## src/rtl/serial_cla_adder_64.sv

```systemverilog
// serial_cla_adder_64: multi-cycle WIDTH-bit add/subtract built on one 8-bit
// carry look-ahead slice adder, walked LSB slice first with a registered carry.
// Optional build macro: SERIAL_CLA_ZERO_FLAG_EN adds a 'zero' result flag.
//
// state | meaning
// ------+-----------------------------------------------------------
// IDLE  | waiting for start; last result/flags held
// RUN   | one 8-bit slice per cycle, carry chained through carry_q
// DONE  | final slice written; done pulses on the following cycle

module carry_look_ahead_adder_8 (
    input  logic [7:0] a,
    input  logic [7:0] b,
    input  logic       c_in,
    output logic [7:0] sum,
    output logic       c_out
);
    logic [7:0] g;
    logic [7:0] p;
    logic [8:0] c;

    // generate/propagate terms and look-ahead carries
    always_comb begin
        g    = a & b;
        p    = a ^ b;
        c    = '0;
        c[0] = c_in;
        for (int i = 0; i < 8; i++) begin
            c[i+1] = g[i] | (p[i] & c[i]);
        end
        sum   = p ^ c[7:0];
        c_out = c[8];
    end
endmodule

module serial_cla_adder_64 #(
    parameter int WIDTH = 64   // must be a multiple of 8
) (
    input  logic             clk,
    input  logic             rst,
    input  logic             start,
    input  logic             sub,
    input  logic [WIDTH-1:0] a,
    input  logic [WIDTH-1:0] b,
    output logic             busy,
    output logic             done,
    output logic [WIDTH-1:0] result,
    output logic             carry_out,
    output logic             overflow
`ifdef SERIAL_CLA_ZERO_FLAG_EN
    ,
    output logic             zero
`endif
);
    localparam int NSLICE = WIDTH / 8;
    localparam int IDXW   = (NSLICE > 1) ? $clog2(NSLICE) : 1;

    typedef enum logic [1:0] {
        IDLE = 2'd0,
        RUN  = 2'd1,
        DONE = 2'd2
    } state_t;

    state_t            state_q;
    state_t            state_d;
    logic [WIDTH-1:0]  a_q;
    logic [WIDTH-1:0]  b_q;      // already inverted for subtract
    logic              carry_q;
    logic [IDXW-1:0]   idx_q;
    logic [7:0]        slice_a;
    logic [7:0]        slice_b;
    logic [7:0]        slice_sum;
    logic              slice_cout;
    logic              last_slice;
    logic              accept;

    assign slice_a    = a_q[idx_q*8 +: 8];
    assign slice_b    = b_q[idx_q*8 +: 8];
    assign last_slice = (idx_q == IDXW'(NSLICE - 1));
    assign accept     = (state_q == IDLE) && start;
    assign busy       = (state_q == RUN);

    carry_look_ahead_adder_8 u_slice_adder (
        .a     (slice_a),
        .b     (slice_b),
        .c_in  (carry_q),
        .sum   (slice_sum),
        .c_out (slice_cout)
    );

    // state register
    always_ff @(posedge clk) begin
        if (rst) begin
            state_q <= IDLE;
        end else begin
            state_q <= state_d;
        end
    end

    // next-state logic
    always_comb begin
        state_d = state_q;
        case (state_q)
            IDLE:    if (start) state_d = RUN;
            RUN:     if (last_slice) state_d = DONE;
            DONE:    state_d = IDLE;
            default: state_d = IDLE;
        endcase
    end

`ifdef SERIAL_CLA_ZERO_FLAG_EN
    logic zero_acc_q;   // running AND of "slice sum was zero"

    // zero flag: accumulated per slice, published on the final slice
    always_ff @(posedge clk) begin
        if (rst) begin
            zero_acc_q <= 1'b0;
            zero       <= 1'b0;
        end else if (accept) begin
            zero_acc_q <= 1'b1;
        end else if (state_q == RUN) begin
            zero_acc_q <= zero_acc_q & (slice_sum == 8'd0);
            if (last_slice) begin
                zero <= zero_acc_q & (slice_sum == 8'd0);
            end
        end
    end
`endif

    // operand capture, slice write-back, flags and the done pulse
    always_ff @(posedge clk) begin
        if (rst) begin
            a_q       <= '0;
            b_q       <= '0;
            carry_q   <= 1'b0;
            idx_q     <= '0;
            result    <= '0;
            carry_out <= 1'b0;
            overflow  <= 1'b0;
            done      <= 1'b0;
        end else begin
            // done trails the DONE state by one edge so it lands after the final write settles
            done <= (state_q == DONE);
            if (accept) begin
                a_q     <= a;
                b_q     <= sub ? ~b : b;
                carry_q <= sub;
                idx_q   <= '0;
            end else if (state_q == RUN) begin
                result[idx_q*8 +: 8] <= slice_sum;
                carry_q              <= slice_cout;
                idx_q                <= idx_q + 1'b1;
                if (last_slice) begin
                    carry_out <= slice_cout;
                    overflow  <= (slice_a[7] == slice_b[7]) && (slice_sum[7] != slice_a[7]);
                end
            end
        end
    end
endmodule
```

## config.mk

```make
export PLATFORM = sky130hd
export DESIGN_NAME = serial_cla_adder_64
export DESIGN_NICKNAME = d
export VERILOG_FILES = /design/src/rtl/serial_cla_adder_64.sv
export SDC_FILE = /design/constraint.sdc
export NUM_CORES = 1
export LEC_CHECK = 0
export ABC_AREA = 0
export CAP_MARGIN = 30
export CELL_PAD_IN_SITES_DETAIL_PLACEMENT = 1
export CELL_PAD_IN_SITES_GLOBAL_PLACEMENT = 1
export CORE_ASPECT_RATIO = 1.25
export CORE_MARGIN = 3
export CORE_UTILIZATION = 38
export CTS_CLUSTER_DIAMETER = 60
export DETAILED_ROUTE_END_ITERATION = 6
export PLACE_DENSITY = 0.81
export SYNTH_ARGS = -nofsm -noshare
export SYNTH_HDL_FRONTEND = slang
export SYNTH_SLANG_ARGS = --single-unit
```

## constraint.sdc

```tcl
create_clock -name clk -period 6 [get_ports clk]
set_input_delay 1.8 -clock clk [delete_from_list [all_inputs] [get_ports clk]]
set_output_delay 1.8 -clock clk [all_outputs]
set_load 0.02 [all_outputs]
```

**Yosys cells after proc, flatten, opt, wreduce, memory -nomap -nowiden**

Cells that the tools add are included.
W data, S select, Z words.

- Logic and storage cells: 58
- Flip-flop bits (word level): 201
- Input bits: 132
- Output and inout bits: 68

- Mux-type cells: 7
- Shift operators: 4
- $add $sub $neg: 2
- Reduce and logical (&&, ||, !) cells: 8
- Bitwise logic cells: 21
- Equality and inequality tests: 7

Operators by type and width:

| operator | count |
|---|---|
| $shiftx A64 B7 Y8 | 2 |
| $bwmux W64 | 1 |
| $mux W64 | 1 |
| $not A64 Y64 | 1 |
| $shift A8 B34 Y64 const A | 1 |
| $shiftx A8 B34 Y64 | 1 |
| $neg A6 Y34 | 1 |
| $xor A8 B8 Y8 | 2 |
| $and A1 B1 Y1 | 8 |
| $and A8 B8 Y8 | 1 |
| $or A1 B1 Y1 | 8 |
| $mux W2 | 2 |
| $pmux W2 S2 | 1 |
| $reduce_and A2 Y1 | 2 |
| $add A3 B1 Y3 const B | 1 |
| $eq A3 B3 Y1 const B | 1 |
| $reduce_and A3 Y1 | 1 |
| $eq A2 B1 Y1 const B | 1 |
| $eq A2 B2 Y1 const B | 1 |
| $logic_and A1 B1 Y1 | 2 |
| $logic_not A2 Y1 | 1 |
| $mux W1 | 2 |
| $ne A2 B1 Y1 const B | 1 |
| $ne A2 B2 Y1 const B | 1 |
| 5 further kinds | 5 |

**Depth between registers and ports, before layout**

- Depth after elaboration: 20
- Mapped depth: 19
- Gate-level depth less buffers: 17

**Hierarchy**

From an unflattened synthesis, not the netlist that was laid out.

- Cells, all modules: 1016
- Area total of the unflattened synthesis: 8958.6 µm²

By module, submodules not included:

| module | cells each | instances | sequential area each (µm²) | area each (µm²) |
|---|---|---|---|---|
| serial_cla_adder_64 | 998 | 1 | 4023.9 | 8760.9 |
| carry_look_ahead_adder_8 | 18 | 1 | 0.0 | 197.7 |

**Least setup slack after synthesis**

OpenSTA, ideal clock, no wires.

- Path type: flip-flop to flip-flop
- Start point: register idx_q[0]
- End point: register overflow
- Data arrival time: 4712 ps
- Cell stages (with the launch flop): 20
- Path slack: 1166 ps
- Required time: 5878 ps
- Buffers on the path: 2
- Path through: dfxtp_1 -> buf_6 -> buf_2 -> mux4_2 -> nand2_1 -> nand2_1 -> fa_1 -> inv_1 -> fa_1 -> fa_1 -> fa_1 -> fa_1 -> fa_1 -> fa_1 -> inv_1 -> fa_1 -> inv_1 -> or4_1 -> nor2_1 -> a221o_1

- Cells in the longest elaborated chain, start to end: 19
- Elaborated cells on any way between the ends: 24
- Classes of those cells: eq/ne: 3; shift: 2; bitwise: 17; reduce/logical: 2

Ends and longest elaborated chain:

| item | RTL line | text |
|---|---|---|
| start: declaration | 69 | `logic [IDXW-1:0] idx_q;` |
| start signal: assignment | 152 | `idx_q <= idx_q + 1'b1;` |
| $shiftx A64 B7 Y8, on equally long branches | 77, 78 |  |
| $xor A8 B8 Y8 | 25 | `p = a ^ b;` |
| $and A1 B1 Y1 | 29 | `c[i+1] = g[i] \| (p[i] & c[i]);` |
| $or A1 B1 Y1 | 29 |  |
| $and A1 B1 Y1 | 29 |  |
| $or A1 B1 Y1 | 29 |  |
| $and A1 B1 Y1 | 29 |  |
| $or A1 B1 Y1 | 29 |  |
| (+3 left out) | -- |  |
| $or A1 B1 Y1 | 29 |  |
| $and A1 B1 Y1 | 29 |  |
| $or A1 B1 Y1 | 29 |  |
| $and A1 B1 Y1 | 29 |  |
| $or A1 B1 Y1 | 29 |  |
| $xor A8 B8 Y8 | 31 | `sum = p ^ c[7:0];` |
| $ne A1 B1 Y1 | 155 | `overflow <= (slice_a[7] == slice_b[7]) && (slice_sum[7] != slice_a[7]);` |
| $logic_and A1 B1 Y1 | 155 |  |
| end signal: assignment | 155 |  |
| end: declaration | 49 | `output logic overflow` |

Several ways; a longest one is shown, not always the timed one.
A chain may end at the register's enable or synchronous reset.

**Worst setup path after layout**

Ends and elaborated chain as after synthesis.

==> summary.txt <==
Min path
  • Min-Delay Endpoint: result[40]$_SDFFE_PP0P_
  • Hold-critical path depth: 2
  • Hold Startpoint: result[40]$_SDFFE_PP0P_
  • Hold Path Class: flip-flop to flip-flop

Outcome
  • Outcome: complete, no violations

Clocking
  • Gates resized, CTS repair: 0
  • CTS tree: built
  • H-tree depth: 1
  • CTS buffer count: 21
  • Clk buf depth: 3
  • Root buffer cell: clkbuf_16
  • Clock transition at path regs: 0.06 ns
  • Worst-skew pair later-pin latency: 0.50 ns
  • # clock sinks: 201
  • # hold bufs at CTS: 0
  • Post-CTS setup buffers: 0

Setup path
  • Setup CP Type: flip-flop to flip-flop
  • RR Endpoint: overflow$_SDFFE_PP0P_
  • Critical path arrival: 5.81 ns
  • Reg-to-reg startpoint: idx_q[0]$_SDFFE_PP0P_
  • R2R setup slack: 0.57 ns
  • Critical path endpoint category: flip-flop
  • Startpoint Class: flip-flop
  • Worst reg2reg path depth: 15
  • CP required: 6.39 ns
  • CP max FO: 23

Global route
  • Congestion Overflow GR: 0
  • Tot GR Track Use: 0.209
  • Largest net degree at the start of global routing: 101
  • Global-route wire length before repair: 42,200 µm
  • Vias in the first global route: 7,719
  • Initial antenna violation count: 0

Floorplan
  • Row cnt: 62
  • Core Region: 23,000 µm²
  • Die W: 143 µm
  • Die H: 177 µm
  • Starting Density: 0.387
  • DIE AREA: 25,300 µm²
  • # IOs: 200

Drt
  • Via density per instance: 5.21
  • Routed wire per std cell: 19.3 µm
  • Initial DRC count: 366
  • Via count: 7,306
  • Post-route DRC: 0
  • Antenna-violating nets left: 0
  • Post-Route WL: 27,000 µm
  • DRT Pass-1 Iters: 4

Yosys
  • Largest family of logic cells by synthesized area: simple AND/OR/NAND/NOR gates
  • Seq/Total Area, Yosys: 0.452
  • Yosys warnings: 0
  • Complex-gate fraction of the synthesized area: 0.112
  • Avg Cell Area, Syn: 9.42 µm²
  • Synth area leaders: dfxtp_1, mux4_2, mux2i_1
  • Cells after Synth: 946
  • Synthesized-area fraction occupied by adder cells: 0.0292
  • Largest area contributor in the netlist: dfxtp_1
  • Number of synthesized flops with an enable pin: 0
  • Mux contribution to synthesized area: 0.147
  • Synth cell types: 36
  • Async SR Flop Fraction: 0
  • Count leader, synth: dfxtp_1
  • Simple-gate area share of the yosys netlist: 0.154
  • Post-synthesis register bit count: 201
  • Syn Std Cell Area: 8910 µm²
  • Most frequent cells after synthesis: dfxtp_1, nand2_1, nor2_1
  • Share of Yosys cell area claimed by the top area cell type: 0.452
  • XOR/XNOR share of the synthesized area: 0.0639
  • Syn nets: 1,094
  • Ys flop type: dfxtp_1

Timing
  • Final setup viols: 0
  • Final period util: 0.904
  • Unrepaired setup endpoints after global routing: false
  • Slew @ Worst Pin: 0.892 ns
  • Hold WS: 0.457 ns
  • Clk_skew: 0.00881 ns
  • Hold Vio Cnt, Final: 0
  • Pins over their slew limit: 0
  • Final WS setup: 0.574 ns
  • Relative slew slack: 0.405
  • Maximum clock frequency: 184 MHz
  • Minimum clock period: 5.43 ns
  • Setup Total Neg Slack: 0 ns

Pwr
  • PD cells: 285 nW/µm²
  • Lkg Pwr: 4.36 nW
  • VDD IR-drop max: 0.166 mV

Place
  • Detailed Place HPWL: 19,000 µm
  • PortBufs: 199
  • Placer congestion estimate: 0.762
  • Pre-CTS WS: 0.541 ns

Layout
  • ANT cells: 0
  • Synth-to-Final Area Change: 32.1%
  • NumNets Final: 1,248
  • Share of post-route cells with drive strength above 1: 0.0879

Run
  • Maxcap violations: 0
[layout by cell type (no fill, tap or decap), types with 2 or more instances in the layout]
master | Yosys | layout
ha_1 | 8 | 8
clkbuf_1 | 50 | 2
clkbuf_8 | 0 | 3
clkinv_2 | 0 | 5
dfxtp_2 | 0 | 2
fa_1 | 8 | 8
mux2i_1 | 57 | 57
nand4_2 | 3 | 3
dfxtp_1 | 201 | 199
or3_1 | 3 | 3
or3b_2 | 2 | 2
and3_1 | 3 | 3
buf_4 | 2 | 9
nor3b_1 | 2 | 2
inv_1 | 6 | 6
mux4_2 | 32 | 32
and4_1 | 2 | 2
nand3b_1 | 2 | 2
nand3_1 | 6 | 6
clkbuf_16 | 0 | 21
a21oi_1 | 76 | 76
nor3_1 | 4 | 4
a211oi_2 | 6 | 6
xnor2_1 | 65 | 65
nand2_1 | 151 | 150
a211oi_1 | 71 | 71
nor2b_1 | 2 | 2
bufinv_16 | 0 | 4
nor2_1 | 150 | 150
clkinvlp_4 | 0 | 2
clkdlybuf4s50_1 | 0 | 197
[metal layers]
layer  part of all wire  track usage  up-vias
met5                  0            0        -
met2               0.52        0.374      187
li1                   -            -     3542
met1               0.42        0.262     3527
met4              0.029       0.0658        0
met3              0.035       0.0230       50
[area by class of cell]
cell class | count | area [µm²]
Tap cell | 288 | 360
Multi-Input combinational cell | 660 | 4510
Inverter | 7 | 26.3
Fill cell | 2563 | 11300
Timing Repair Buffer | 209 | 2100
Clock buffer | 26 | 574
Sequential cell | 201 | 4030
Clock inverter | 12 | 169
[power breakdown]
group          switching, W  total (W)  internal, W
combinational      0.000260   0.000491     0.000231
sequential        0.0000506    0.00146      0.00141
clock              0.000544    0.00140     0.000855
[how the worst max path moves through the flow]
stage,from,endpoint,slack (ns),depth (start not counted)
after floorplan,idx_q[0]$_SDFFE_PP0P_,overflow$_SDFFE_PP0P_,1.17,19
after global placement,idx_q[0]$_SDFFE_PP0P_,overflow$_SDFFE_PP0P_,0.69,15
after detailed placement,idx_q[0]$_SDFFE_PP0P_,overflow$_SDFFE_PP0P_,0.54,15
after CTS,idx_q[0]$_SDFFE_PP0P_,overflow$_SDFFE_PP0P_,0.52,15
after global routing,idx_q[0]$_SDFFE_PP0P_,overflow$_SDFFE_PP0P_,0.22,15
final,idx_q[0]$_SDFFE_PP0P_,overflow$_SDFFE_PP0P_,0.57,15
[cells by family after synthesis]
kind of cell	count (synthesis)
flip-flops	201
XOR/XNOR	65
multiplexers	90
adder cells (fa/ha/maj)	16
AND/OR/NAND/NOR	335
buffers and inverters	85
AO/OA/AOI/OAI	154
[flip-flops by register name, summed over array words and instances, names as in the netlist]
register   count
a_q           64
b_q           64
carry_out      1
carry_q        1
done           1
idx_q          3
overflow       1
result        64
state_q        2
[worst max-delay path: stages, from the launching register on]
cell and delay, ns:
dfxtp_2 0.81, buf_4 0.46, mux4_2 0.30, mux2i_1 0.10, fa_1 0.45, fa_1 0.40
fa_1 0.42, fa_1 0.42, fa_1 0.41, fa_1 0.38, inv_1 0.09, fa_1 0.49
inv_1 0.16, or4_1 0.13, nor2_1 0.04, a221o_1 0.25
[per-stage QoR]
stage | cell area (µm²) | instances | util | total power [W]
floorplan | 8910 | 946 | - | 0.00176
global placement | 11000 | 1363 | 0.476 | 0.00196
detailed placement | 11000 | 1364 | 0.477 | 0.00197
CTS | 11700 | 1402 | 0.509 | 0.00338
global route | 11800 | 1403 | 0.511 | 0.00348
finish | 11800 | 1403 | 0.511 | 0.00335
Note: power is estimated with default switching activity, not from simulation.
==> RTL edit: new RTL, same settings <==
Set the parameter `WIDTH` to 128 (it was 64).
--- a/src/rtl/serial_cla_adder_64.sv
+++ b/src/rtl/serial_cla_adder_64.sv
@@ -36,3 +36,3 @@
 module serial_cla_adder_64 #(
-    parameter int WIDTH = 64   // must be a multiple of 8
+    parameter int WIDTH = 128   // must be a multiple of 8
 ) (
Ports: changed (resized a, b and result); port bits go from 200 to 392. The function was not compared with the original's and may differ.
==> RTL edit against the unedited design <==
- routed wire length rose by 130%
- worst setup slack got worse by 0.18 ns
- sequential cell count rose by 193
- non-clock buffer count rose by 224
- clock power rose by 79%
- synthesized cell count rose by 110%
- power rose by 87%
- synthesized area rose by 99%
- cell area rose by 98%
==> RTL edit: results <==
metrics = {
    "outcome": {
        "run_status": "completed",
    },
    "clocking": {
        "cts_inserted_buffers": 40,
        "cts_root_buffer": "sky130_fd_sc_hd__clkbuf_16",
        "cts.clk_slew.worst_paths_ns": 0.07,
        "post_cts_setup_buffers": 0,
        "cts.repair.resized": 0,
        "skew_pair_late_insertion_delay_ns": 0.55,
        "clock_tree.buffer_depth": 3,
        "clock_tree.htree_level_count": 2,
    },
    "setup_path": {
        "cp.arrival_ns": 6.06,
        "timing.critical_path.from": "idx_q[0]",
        "cpMaxStageDelayCell": "sky130_fd_sc_hd__dfxtp_4",
        "slowest_stage_delay_cp_ns": 0.56,
        "worst_path_dominant_cell_family": "adder cells",
        "worst-path-max-fanout": 18,
    },
    "synth": {
        "synthXorXnorAreaFrac": 0.0654,
        "ys_seq_area_frac": 0.446,
        "synth.cells.most_frequent": "394 x sky130_fd_sc_hd__dfxtp_1, 301 x sky130_fd_sc_hd__nand2_1, 286 x sky130_fd_sc_hd__a21oi_1, 154 x sky130_fd_sc_hd__nor2_1, 133 x sky130_fd_sc_hd__clkbuf_1",
        "synth.net_count": 2281,
        "synthDistinctLibCells": 48,
        "muxShareOfSynthArea": 0.0925,
        "synth.top_cells.by_area": "sky130_fd_sc_hd__dfxtp_1 45%, sky130_fd_sc_hd__mux4_2 8.1%, sky130_fd_sc_hd__a21oi_1 8.1%",
        "dominant_combinational_cell_family_by_area_after_synthesis": "compound AO/OA/AOI/OAI gates",
        "synth-compound-area-share": 0.176,
        "synthAdderAreaFrac": 0.0119,
        "synth-warning-count": 0,
        "postSynth.asyncResetShare": 0,
    },
    "placement": {
        "placed_cell_area_sq_um": 22000,
        "placement.io_buffers": 391,
        "gp_congestion": 0.866,
        "dpl.hpwl_um": 46000,
    },
    "worst_hold_path": {
        "holdCritPathClass": "reg2reg",
        "hold_path.startpoint": "a_q[34]",
    },
    "sta": {
        "final.setup.tns_ns": 0,
        "clock_skew_ns": 0.0214,
        "max-slew-margin-rel": 0.306,
    },
    "cells_and_area": {
        "fin_nets": 2554,
        "layout-drive-gt1-share": 0.0848,
        "layout_top_registers": "a_q x128, b_q x128, result x128",
    },
    "grt": {
        "grt_first_pass_wirelength_um": 95700,
        "grt_antenna_before_repair": 6,
        "grt_start_max_net_pins": 197,
        "grt_util_all_layers": 0.247,
        "first_global_vias": 16800,
    },
    "power_and_ir_drop": {
        "power.net_switching_uw": 1640,
        "power_leakage_uw": 0.00780,
        "vdd_drop_max_mv": 0.186,
    },
    "detailed_routing": {
        "detail_route.wirelength_um": 63300,
        "drt_pre_antenna_iters": 5,
        "vias_per_cell": 5.60,
        "drtIter0Drc": 944,
    },
}
RTL edit: area by class of cell:
class	instances	area, sq um
sequential	394	7900
clock buffer	59	1170
tap	578	723
timing repair buffer	433	4390
inverter	5	18.8
fill	5132	22400
clock inverter	11	119
antenna	1	2.50
multi-input combinational	1408	8930
RTL edit: path summary, 6_finish.rpt:
path | endpoint | slack (ns) | cells after the start
hold / removal | a_q[34] | 0.46 | 2
setup / recovery | result[23] | 0.39 | 17
hold reg to reg | a_q[34] | 0.46 | 2
setup reg to reg | result[23] | 0.39 | 17
RTL edit: logic make-up after synthesis:
logic type | Yosys count
AOI/OAI and AO/OA | 544
xor gates and xnor gates | 132
adders and majority gates | 12
buffers and inverters | 207
DFF | 394
muxes | 82
and+or+nand+nor | 638
RTL edit: layer usage:
metal	track usage	share of wire	up-vias
met5	0	0.00096	-
met4	0.0868	0.035	8
met3	0.0376	0.055	126
met2	0.449	0.52	536
met1	0.296	0.39	7918
li1	-	-	7589
RTL edit: power by group through the flow:
stage | logic [uW] | clock network (uW) | registers (uW)
global placement | 898 | 0 | 2890
detailed placement | 926 | 0 | 2900
finish | 928 | 2500 | 2840
global route | 1000 | 2660 | 2850
floorplan | 545 | 0 | 2860
CTS | 934 | 2530 | 2840
RTL edit: tightest hold or removal path, delay by kind of cell (launching register included):
family | cells | cell delay, ns
compound gates | 1 | 0.05
flops | 1 | 0.31
simple gates | 1 | 0.05
RTL edit: stage by stage:
stage | worst slack [ns] | total power [uW] | std cells
6_report | 0.390 | 6270 | 2889
5_1_grt | 0.0908 | 6510 | 2889
4_1_cts | 0.390 | 6310 | 2888
2_1_floorplan | 0.820 | 3400 | 2009
3_5_place_dp | 0.399 | 3820 | 2818
3_3_place_gp | 0.555 | 3790 | 2810
